`src/rtl/mgc_in_fifo_wait_grn_pkg.sv`:
```
// Shared definitions for the wait-handshake FIFO ports.
// Pointer sizing helper and handshake polarity constants.
package mgc_in_fifo_wait_grn_pkg;

  localparam logic HS_ON  = 1'b1;
  localparam logic HS_OFF = 1'b0;

  function automatic int clog2(input int n);
    int r;
    r = 0;
    for (int i = 0; i < 31; i++) begin
      if ((1 << i) < n) r = i + 1;
    end
    return r;
  endfunction

endpackage

```
`src/rtl/mgc_in_fifo_wait_grn_mem.sv`:
```
// Register-array storage for the input FIFO port.
// One write port, asynchronous read, cleared by reset or clear.
module mgc_fifo_mem_grn #(
  parameter int width = 8,
  parameter int depth = 8,
  parameter int aw    = 3
) (
  input  logic             clk,
  input  logic             arst,
  input  logic             clr,
  input  logic             we,
  input  logic [aw-1:0]    waddr,
  input  logic [width-1:0] wdata,
  input  logic [aw-1:0]    raddr,
  output logic [width-1:0] rdata
);

  logic [width-1:0] mem [depth];

  always_ff @(posedge clk or negedge arst) begin
    if (!arst) begin
      for (int i = 0; i < depth; i++) mem[i] <= '0;
    end else if (clr) begin
      for (int i = 0; i < depth; i++) mem[i] <= '0;
    end else if (we) begin
      mem[waddr] <= wdata;
    end
  end

  assign rdata = mem[raddr];

endmodule

```
`src/rtl/mgc_in_fifo_wait_grn.sv`:
```
// Buffered first-word-fall-through input port with wait handshake.
// Producer pushes on vz/lz, core pops on ld/vd; no bypass path.
module mgc_in_fifo_wait_grn
  import mgc_in_fifo_wait_grn_pkg::*;
#(
  parameter int rscid   = 0,
  parameter int width   = 8,
  parameter int fifo_sz = 8,
  parameter int ph_log2 = clog2(fifo_sz)
) (
  input  logic             clk,
  input  logic             arst,
  input  logic             en,
  input  logic             srst,
  input  logic             ld,
  output logic             vd,
  output logic [width-1:0] d,
  output logic             lz,
  input  logic             vz,
  input  logic [width-1:0] z,
  output logic [ph_log2:0] size
);

  localparam int PW = (ph_log2 < 1) ? 1 : ph_log2;
  localparam int CW = ph_log2 + 1;
  localparam logic [PW-1:0] LAST = PW'(fifo_sz - 1);

  if (fifo_sz < 1 || rscid < 0) begin : g_bad_cfg
    $error("mgc_in_fifo_wait_grn: invalid configuration");
  end

  logic [PW-1:0] wptr;
  logic [PW-1:0] rptr;
  logic [CW-1:0] count;
  logic          full;
  logic          empty;
  logic          push;
  logic          pop;
  logic          clr;

  assign full  = (count == CW'(fifo_sz));
  assign empty = (count == '0);
  assign lz    = (!full && en) ? HS_ON : HS_OFF;
  assign vd    = (!empty && en) ? HS_ON : HS_OFF;
  assign clr   = en && srst;
  assign push  = vz && lz && !srst;
  assign pop   = ld && vd && !srst;
  assign size  = count;

  always_ff @(posedge clk or negedge arst) begin
    if (!arst) begin
      wptr  <= '0;
      rptr  <= '0;
      count <= '0;
    end else if (clr) begin
      wptr  <= '0;
      rptr  <= '0;
      count <= '0;
    end else begin
      if (push) wptr <= (wptr == LAST) ? '0 : wptr + 1'b1;
      if (pop)  rptr <= (rptr == LAST) ? '0 : rptr + 1'b1;
      if (push && !pop)      count <= count + 1'b1;
      else if (pop && !push) count <= count - 1'b1;
    end
  end

  mgc_fifo_mem_grn #(
    .width (width),
    .depth (fifo_sz),
    .aw    (PW)
  ) u_mem (
    .clk   (clk),
    .arst  (arst),
    .clr   (clr),
    .we    (push),
    .waddr (wptr),
    .wdata (z),
    .raddr (rptr),
    .rdata (d)
  );

endmodule

```
`config.mk`:
```
export PLATFORM = sky130hd
export DESIGN_NAME = mgc_in_fifo_wait_grn
export DESIGN_NICKNAME = d
export VERILOG_FILES = /design/src/rtl/mgc_in_fifo_wait_grn_pkg.sv /design/src/rtl/mgc_in_fifo_wait_grn_mem.sv /design/src/rtl/mgc_in_fifo_wait_grn.sv
export SDC_FILE = /design/constraint.sdc
export NUM_CORES = 1
export LEC_CHECK = 0
export ABC_AREA = 1
export BUFFER_PORTS_ARGS = -buffer_cell sky130_fd_sc_hd__buf_2
export CORE_UTILIZATION = 54
export CTS_CLUSTER_SIZE = 28
export DETAILED_ROUTE_END_ITERATION = 6
export GPL_ROUTABILITY_DRIVEN = 0
export PLACE_DENSITY = 0.74
export SYNTH_ARGS = -nofsm -noshare
export SYNTH_HDL_FRONTEND = slang
export SYNTH_SLANG_ARGS = --single-unit
```
`constraint.sdc`:
```
create_clock -name clk -period 2 [get_ports clk]
set_input_delay 0.2 -clock clk [delete_from_list [all_inputs] [get_ports clk]]
set_output_delay 0.2 -clock clk [all_outputs]
set_load 0.05 [all_outputs]
```
==> qor.yml, run 1 <==
floorplan:
  die_y_um: 84.1
  die_area_um2: 7070
  num_rows: 29
  start_util_pct: 56.6
  die_w_um: 84.1
  core_um2: 6420
  io_pins: 28
finish:
  antennaDiodeCount: 0
  multiInputGateArea_um2: 1590
  fillers: 518
  fin_area_um2: 4360
  final_core_util_pct: 67.9
  fin_nets: 481
  regArea_um2: 1860
  syn_to_final_growth_pct: 19.9
  drive_gt1_share_pct: 22.6
worst_setup_path:
  crit_path_cell_trace: "buf_4, a21oi_1, o21ai_0, a31oi_2, buf_6"
  crit_cells: 5
  crit_path_max_incr_delay_ns: 0.45
  worstSetupPathType: "flip-flop to primary output"
  crit_buf_inv: 2
  critPathLaunchType: "flip-flop"
  cp_slowest_cell: "dfrtp_2"
  critPathTopFamily: "compound AO/OA/AOI/OAI gates"
  critPathCaptureType: "primary output"
  worstPathRequired_ns: 1.80
  cp.arrival_ns: 1.76
  r2r_cells: 15
  cp_max_fo: 17
pwr:
  ir_drop_uv: 1030
  leakage_nw: 2.01
  p_per_area_nw_per_um2: 1200
yosys:
  synth-main-ff-cell: "dfrtp_1"
  ys.warnings.count: 0
  syn_inst: 421
  syn_area_um2: 3640
  synth.avg_cell_area_um2: 8.64
  synth_cell_types: 24
  synth_xor_area_share_pct: 0.241
  syn_nets: 442
  synth-seq-cells: 74
  synth_edf_count: 0
  async_reset_ff_share_pct: 100
  synth.mux.area_fraction_pct: 0
  yosysSeqAreaShare_pct: 50.9
  synthAdderAreaFrac_pct: 2.61
  synth-simple-area-share_pct: 16.6
  synth_top_family_by_area: "compound AO/OA/AOI/OAI gates"
  synth-compound-area-share_pct: 21.5
placed_design:
  post_dp_cell_area_um2: 3940
  place.detailed.hpwl_mm: 5.93
  port_buffers: 27
clock_tree:
  clk_pin_slew_ns: 0.08
  cts.sinks: 74
  cts_tree: "done"
  htree_num_levels: 3
  clock_path_buffers: 2
  clk_latency_ns: 0.35
  clockRootBuffer: "clkbuf_8"
  numCtsBuffers: 9
global_route:
  grt_max_degree: 40
  grt.overflow.total: 0
  grt_pass1_wl_mm: 14.4
  grt_pass1_vias: 3036
  antenna_found_initial: 0
  grt_use_total_pct: 26.3
min_path:
  hp-class: "primary input to flip-flop"
  min_path_cells: 3
detailed_routing:
  wl_mm: 8.83
  drtIter0Drc: 185
  drcViolationCount: 0
  post_drt_via_cell_ratio: 5.80
  via_count: 3144
  drt-wirelength-per-cell_um: 16.3
  dr.pass1.iters: 4
  ant_nets: 0
job:
  maxCapViolations: 0
timing:
  final.period_utilization_pct: 98.1
  finalClockSkew_ns: 0.00547
  relSlewSlack_pct: 68.2
  clock.fmax_mhz: 510
  min_period_ns: 1.96
  setup_viol: 0
  hold_slack_ns: 0.328
  fin_setup_tns_ns: 0
  finalHoldViolations: 0
  rsz0062_at_grt: "true"
  worst_slew_pin_slew_ns: 0.477
  drv_slew: 0
status:
  status: "complete, no violations"
[synth_stat cells, types with 2 or more instances]
cell type | instances | area (µm²)
o21ai_0 | 62 | 310
ha_1 | 6 | 75.1
nand3_1 | 40 | 200
dfrtp_1 | 74 | 1850
nand2_4 | 7 | 78.8
o22ai_1 | 33 | 206
o21ai_1 | 7 | 35.0
nand4_1 | 2 | 12.5
inv_1 | 47 | 176
nor2_1 | 21 | 78.8
a21oi_1 | 33 | 165
nand2_1 | 49 | 184
clkbuf_1 | 11 | 41.3
buf_2 | 5 | 25.0
nand2_2 | 6 | 37.5
clkinv_1 | 2 | 7.51
buf_6 | 2 | 22.5
a31oi_1 | 8 | 50.1
[area by class of cell]
cell class,count,area share (%)
Timing Repair Buffer,48,8.64
Inverter,49,4.39
Sequential cell,74,42.6
Clock buffer,10,2.93
Multi-Input combinational cell,278,36.6
Clock inverter,6,2.64
Tap cell,77,2.21
[tightest hold or removal path: stages]
cell	delay (ns)
buf_2	0.09
nand2_1	0.25
o21ai_1	0.09
[per-layer routing]
layer	GRT usage, %	vias to the layer above	part of all wire [%]
li1	-	1521	-
met1	37.1	1510	47
met2	40.7	99	47
met3	4.35	14	5.2
met4	10.5	0	1.8
met5	0	-	0
[cell usage in the layout, fill, tap and decap left out]
master | netlist | routed
a21oi_1 | 33 | 30
a21oi_2 | 0 | 3
a21oi_4 | 1 | 1
a31oi_2 | 0 | 8
buf_12 | 0 | 2
buf_2 | 5 | 18
buf_4 | 1 | 18
buf_6 | 2 | 9
bufinv_16 | 0 | 3
clkbuf_1 | 11 | 1
clkbuf_8 | 0 | 9
clkinv_1 | 2 | 1
clkinv_4 | 0 | 3
clkinvlp_4 | 0 | 1
dfrtp_1 | 74 | 68
dfrtp_2 | 0 | 6
dlygate4sd3_1 | 0 | 1
fa_1 | 1 | 1
ha_1 | 6 | 4
ha_4 | 0 | 2
inv_1 | 47 | 45
inv_2 | 0 | 1
inv_4 | 0 | 1
nand2_1 | 49 | 47
nand2_2 | 6 | 8
nand2_4 | 7 | 7
nand3_1 | 40 | 39
nand3_2 | 0 | 1
nand4_1 | 2 | 2
nor2_1 | 21 | 18
nor2_2 | 0 | 3
nor2_4 | 1 | 1
o21ai_0 | 62 | 56
o21ai_1 | 7 | 13
o22ai_1 | 33 | 33
xnor2_1 | 1 | 1
[worst paths after layout]
path                                     from            end  slack, ns
worst max-delay path                  rptr[0]           d[4]       0.04
worst min-delay path                     z[3]  u_mem.mem[59]       0.33
worst max register to register        size[3]        size[3]       0.14
worst min register to register  u_mem.mem[63]  u_mem.mem[63]       0.51
max in group asynchronous                arst        size[2]       1.06
min in group asynchronous                arst   u_mem.mem[9]       0.35
[where the power goes]
group	internal, mW	switching [mW]
logic	0.746	1.36
registers	1.61	0.115
clock network	0.833	0.577
[repair_timing]
action,4_1_cts,5_1_grt
setup endpoints to repair,8,9
hold buffers,1,0
endpoints found under the hold margin,35,0
buffers inserted,1,7
pin swaps,0,14
gates resized for setup,14,29
[cell families after synthesis]
logic type	after synthesis
AO/OA/AOI/OAI	144
AND/OR/NAND/NOR	126
flip-flops	74
buffers and inverters	69
adder cells (fa/ha/maj)	7
XOR/XNOR	1
[flip-flops by register name, indices dropped and copies added (netlist names)]
register and count:
rptr 3, wptr 3, size 4, u_mem.mem 64
[metrics by stage]
stage          setup slack [ns]  cells  power, mW
6_report                 0.0389    542       5.25
4_1_cts                 0.00251    535       5.07
3_3_place_gp              0.194    517       3.54
3_5_place_dp             0.0979    517       3.56
2_1_floorplan           -0.0880    421       3.12
5_1_grt                 -0.0411    542       5.48
(Power assumes the default switching activity.)
==> run 2: changes to the inputs <==
==> constraint.sdc (replaced) <==
create_clock -name clk -period 2 [get_ports clk]
set_input_delay 0.1 -clock clk [delete_from_list [all_inputs] [get_ports clk]]
set_output_delay 0.1 -clock clk [all_outputs]
set_load 0.05 [all_outputs]
==> qor.yml, run 2 (same netlist as run 1, synthesis figures left out) <==
status:
  status: "finished with violations"  # was complete, no violations
  violations: "design-rule violations"
pwr:
  p_per_area_nw_per_um2: 1180  # was 1200 nW/µm²
  ir_drop_uv: 1270  # was 1030 µV
  leakage_nw: 2.00  # was 2.01 nW
global_route:
  grt_use_total_pct: 28.1  # was 26.3%
  met2_usage_pct: 44.9  # was 40.7%
  grt_pass1_vias: 3117  # was 3036
  antenna_found_initial: 0  # unchanged
  grtUsageMet3_pct: 5.04  # was 4.35%
  busiest_layer: "met2"  # unchanged
  grt.overflow.total: 0  # unchanged
  grt_max_degree: 34  # was 40
  grtUsageMet1_pct: 38.9  # was 37.1%
  grt_pass1_wl_mm: 15.5  # was 14.4 mm
timing:
  finalHoldViolations: 0  # unchanged
  drv_slew: 0  # unchanged
  finalClockSkew_ns: 0.00745  # was 0.00547 ns
  setup_viol: 0  # unchanged
  min_period_ns: 1.92  # was 1.96 ns
  clock.fmax_mhz: 520  # was 510 MHz
  worst_slew_pin_slew_ns: 0.517  # was 0.477 ns
  rsz0062_at_grt: "true"  # unchanged
  final.period_utilization_pct: 96.2  # was 98.1%
  relSlewSlack_pct: 65.6  # was 68.2%
finish:
  regMostFlops: "u_mem.mem"  # unchanged
  instances_no_fill: 544  # was 542
  final_cell_mix: "dfrtp_1 (70), o21ai_0 (62), inv_1 (45), nand2_1 (41), nand3_1 (38)"  # was dfrtp_1 (68), o21ai_0 (56), nand2_1 (47), inv_1 (45), nand3_1 (39)
  syn_to_final_growth_pct: 17.5  # was 19.9%
  final_core_util_pct: 66.5  # was 67.9%
  antennaDiodeCount: 0  # unchanged
  largest_reg_flops: 64  # unchanged
  fin_nets: 483  # was 481
  final_common_cell: "dfrtp_1"  # unchanged
  drive_gt1_share_pct: 21.4  # was 22.6%
worst_setup_path:
  critPathCaptureType: "primary output"  # unchanged
  cp-startpoint: "rptr[0]"  # unchanged
  cp.arrival_ns: 1.82  # was 1.76 ns
  rr_startpoint: "size[3]"  # unchanged
  r2r_cells: 16  # was 15
  reg2reg_slack_ns: 0.09  # was 0.14 ns
  crit_path_cell_trace: "inv_1, buf_4, a21oi_1, o21ai_0, nand2_1, nor2_1, a31oi_1, clkbuf_4"  # was buf_4, a21oi_1, o21ai_0, a31oi_2, buf_6
  cp_slowest_cell: "dfrtp_1"  # was dfrtp_2
  crit_path_max_incr_delay_ns: 0.39  # was 0.45 ns
  cp-endpoint: "d[2]"  # was d[4]
  worstSetupPathType: "flip-flop to primary output"  # unchanged
  critPathLaunchType: "flip-flop"  # unchanged
  r2r-end: "size[3]"  # unchanged
  cp_max_fo: 18  # was 17
  worstPathRequired_ns: 1.90  # was 1.80 ns
placed_design:
  place.detailed.hpwl_mm: 6.30  # was 5.93 mm
  dp.cells: 519  # was 517
  port_buffers: 27  # unchanged
detailed_routing:
  ant_nets: 0  # unchanged
  dr.pass1.iters: 6  # was 4
  drcViolationCount: 2  # was 0
  drt-wirelength-per-cell_um: 17.2  # was 16.3 µm
  wl_mm: 9.35  # was 8.83 mm
  drtIter0Drc: 248  # was 185
  via_count: 3226  # was 3144
  post_drt_via_cell_ratio: 5.93  # was 5.80
clock_tree:
  clk_latency_ns: 0.35  # about the same
  numCtsBuffers: 9  # unchanged
  clk_pin_slew_ns: 0.08  # about the same
  cts.sinks: 74  # unchanged
  clock_path_buffers: 2  # unchanged
  cts_tree: "done"  # unchanged
  clockRootBuffer: "clkbuf_8"  # unchanged
  htree_num_levels: 3  # unchanged
floorplan:
  core_um2: 6420  # unchanged
  die_area_um2: 7070  # unchanged
  io_pins: 28  # unchanged
  die_w_um: 84.1  # unchanged
  die_y_um: 84.1  # unchanged
  num_rows: 29  # unchanged
  start_util_pct: 56.6  # unchanged
job:
  maxCapViolations: 0  # unchanged
min_path:
  hp-class: "primary input to flip-flop"  # unchanged
==> run 2: worst min path at each step <==
stage | start | end | slack, ns | cells past startpoint
floorplan | arst | rptr[0] | -0.20 | 0
global placement | arst | u_mem.mem[40] | 0.10 | 1
detailed placement | arst | u_mem.mem[40] | 0.10 | 1
CTS | z[4] | u_mem.mem[60] | 0.24 | 3
global route | z[4] | u_mem.mem[60] | 0.26 | 3
finish | z[3] | u_mem.mem[59] | 0.24 | 3
==> run 2: worst max-delay path: cells and delay by family (launching register included) <==
family | cells | cell delay [ns]
buffers and inverters | 3 | 0.52
flip-flops | 1 | 0.39
AND/OR/NAND/NOR | 2 | 0.12
AO/OA/AOI/OAI | 3 | 0.45
==> run 2: area by class of cell <==
cell class / instances / area [µm²]
clock buffers: 12 / 165
repair buffers: 50 / 343
multi-input cells: 278 / 1580
clock inverters: 4 / 48.8
fillers: 526 / 2150
flip-flops and latches: 74 / 1860
inverters: 49 / 184
well taps: 77 / 96.3
==> run 2: metrics by stage <==
| stage | setup WS, ns | setup TNS (ns) | cell area, µm² | hold WS, ns | power [mW] |
|---|---|---|---|---|---|
| floorplan | -0.0657 | -0.0657 | 3670 | -0.196 | 3.08 |
| global placement | 0.155 | 0 | 3920 | 0.102 | 3.53 |
| detailed placement | 0.0448 | 0 | 3920 | 0.104 | 3.57 |
| CTS | 0.0385 | 0 | 4150 | 0.235 | 4.79 |
| global route | -0.0671 | -0.112 | 4270 | 0.259 | 5.31 |
| finish | 0.0752 | 0 | 4270 | 0.242 | 5.04 |
==> run 2: layer usage <==
metal | share of wire (%) | wire length, µm
met1 | 44 | 4140
met2 | 47 | 4430
met3 | 6.8 | 637
met4 | 1.5 | 143
met5 | 0 | 0
==> run 2: report_power, final <==
part           total (mW)  internal, mW  switching [mW]  leakage (nW)
logic                2.09         0.694            1.40         0.871
clock network        1.23         0.677           0.551         0.112
registers            1.73          1.61           0.115          1.02
total                5.04          2.98            2.06          2.00
==> run 2: repair_timing <==
item                                   CTS  global route
buffers inserted                         0             8
endpoints found under the hold margin   20             0
gates resized for setup                  0            18
hold buffers                             1             0
setup endpoints to repair                0             4
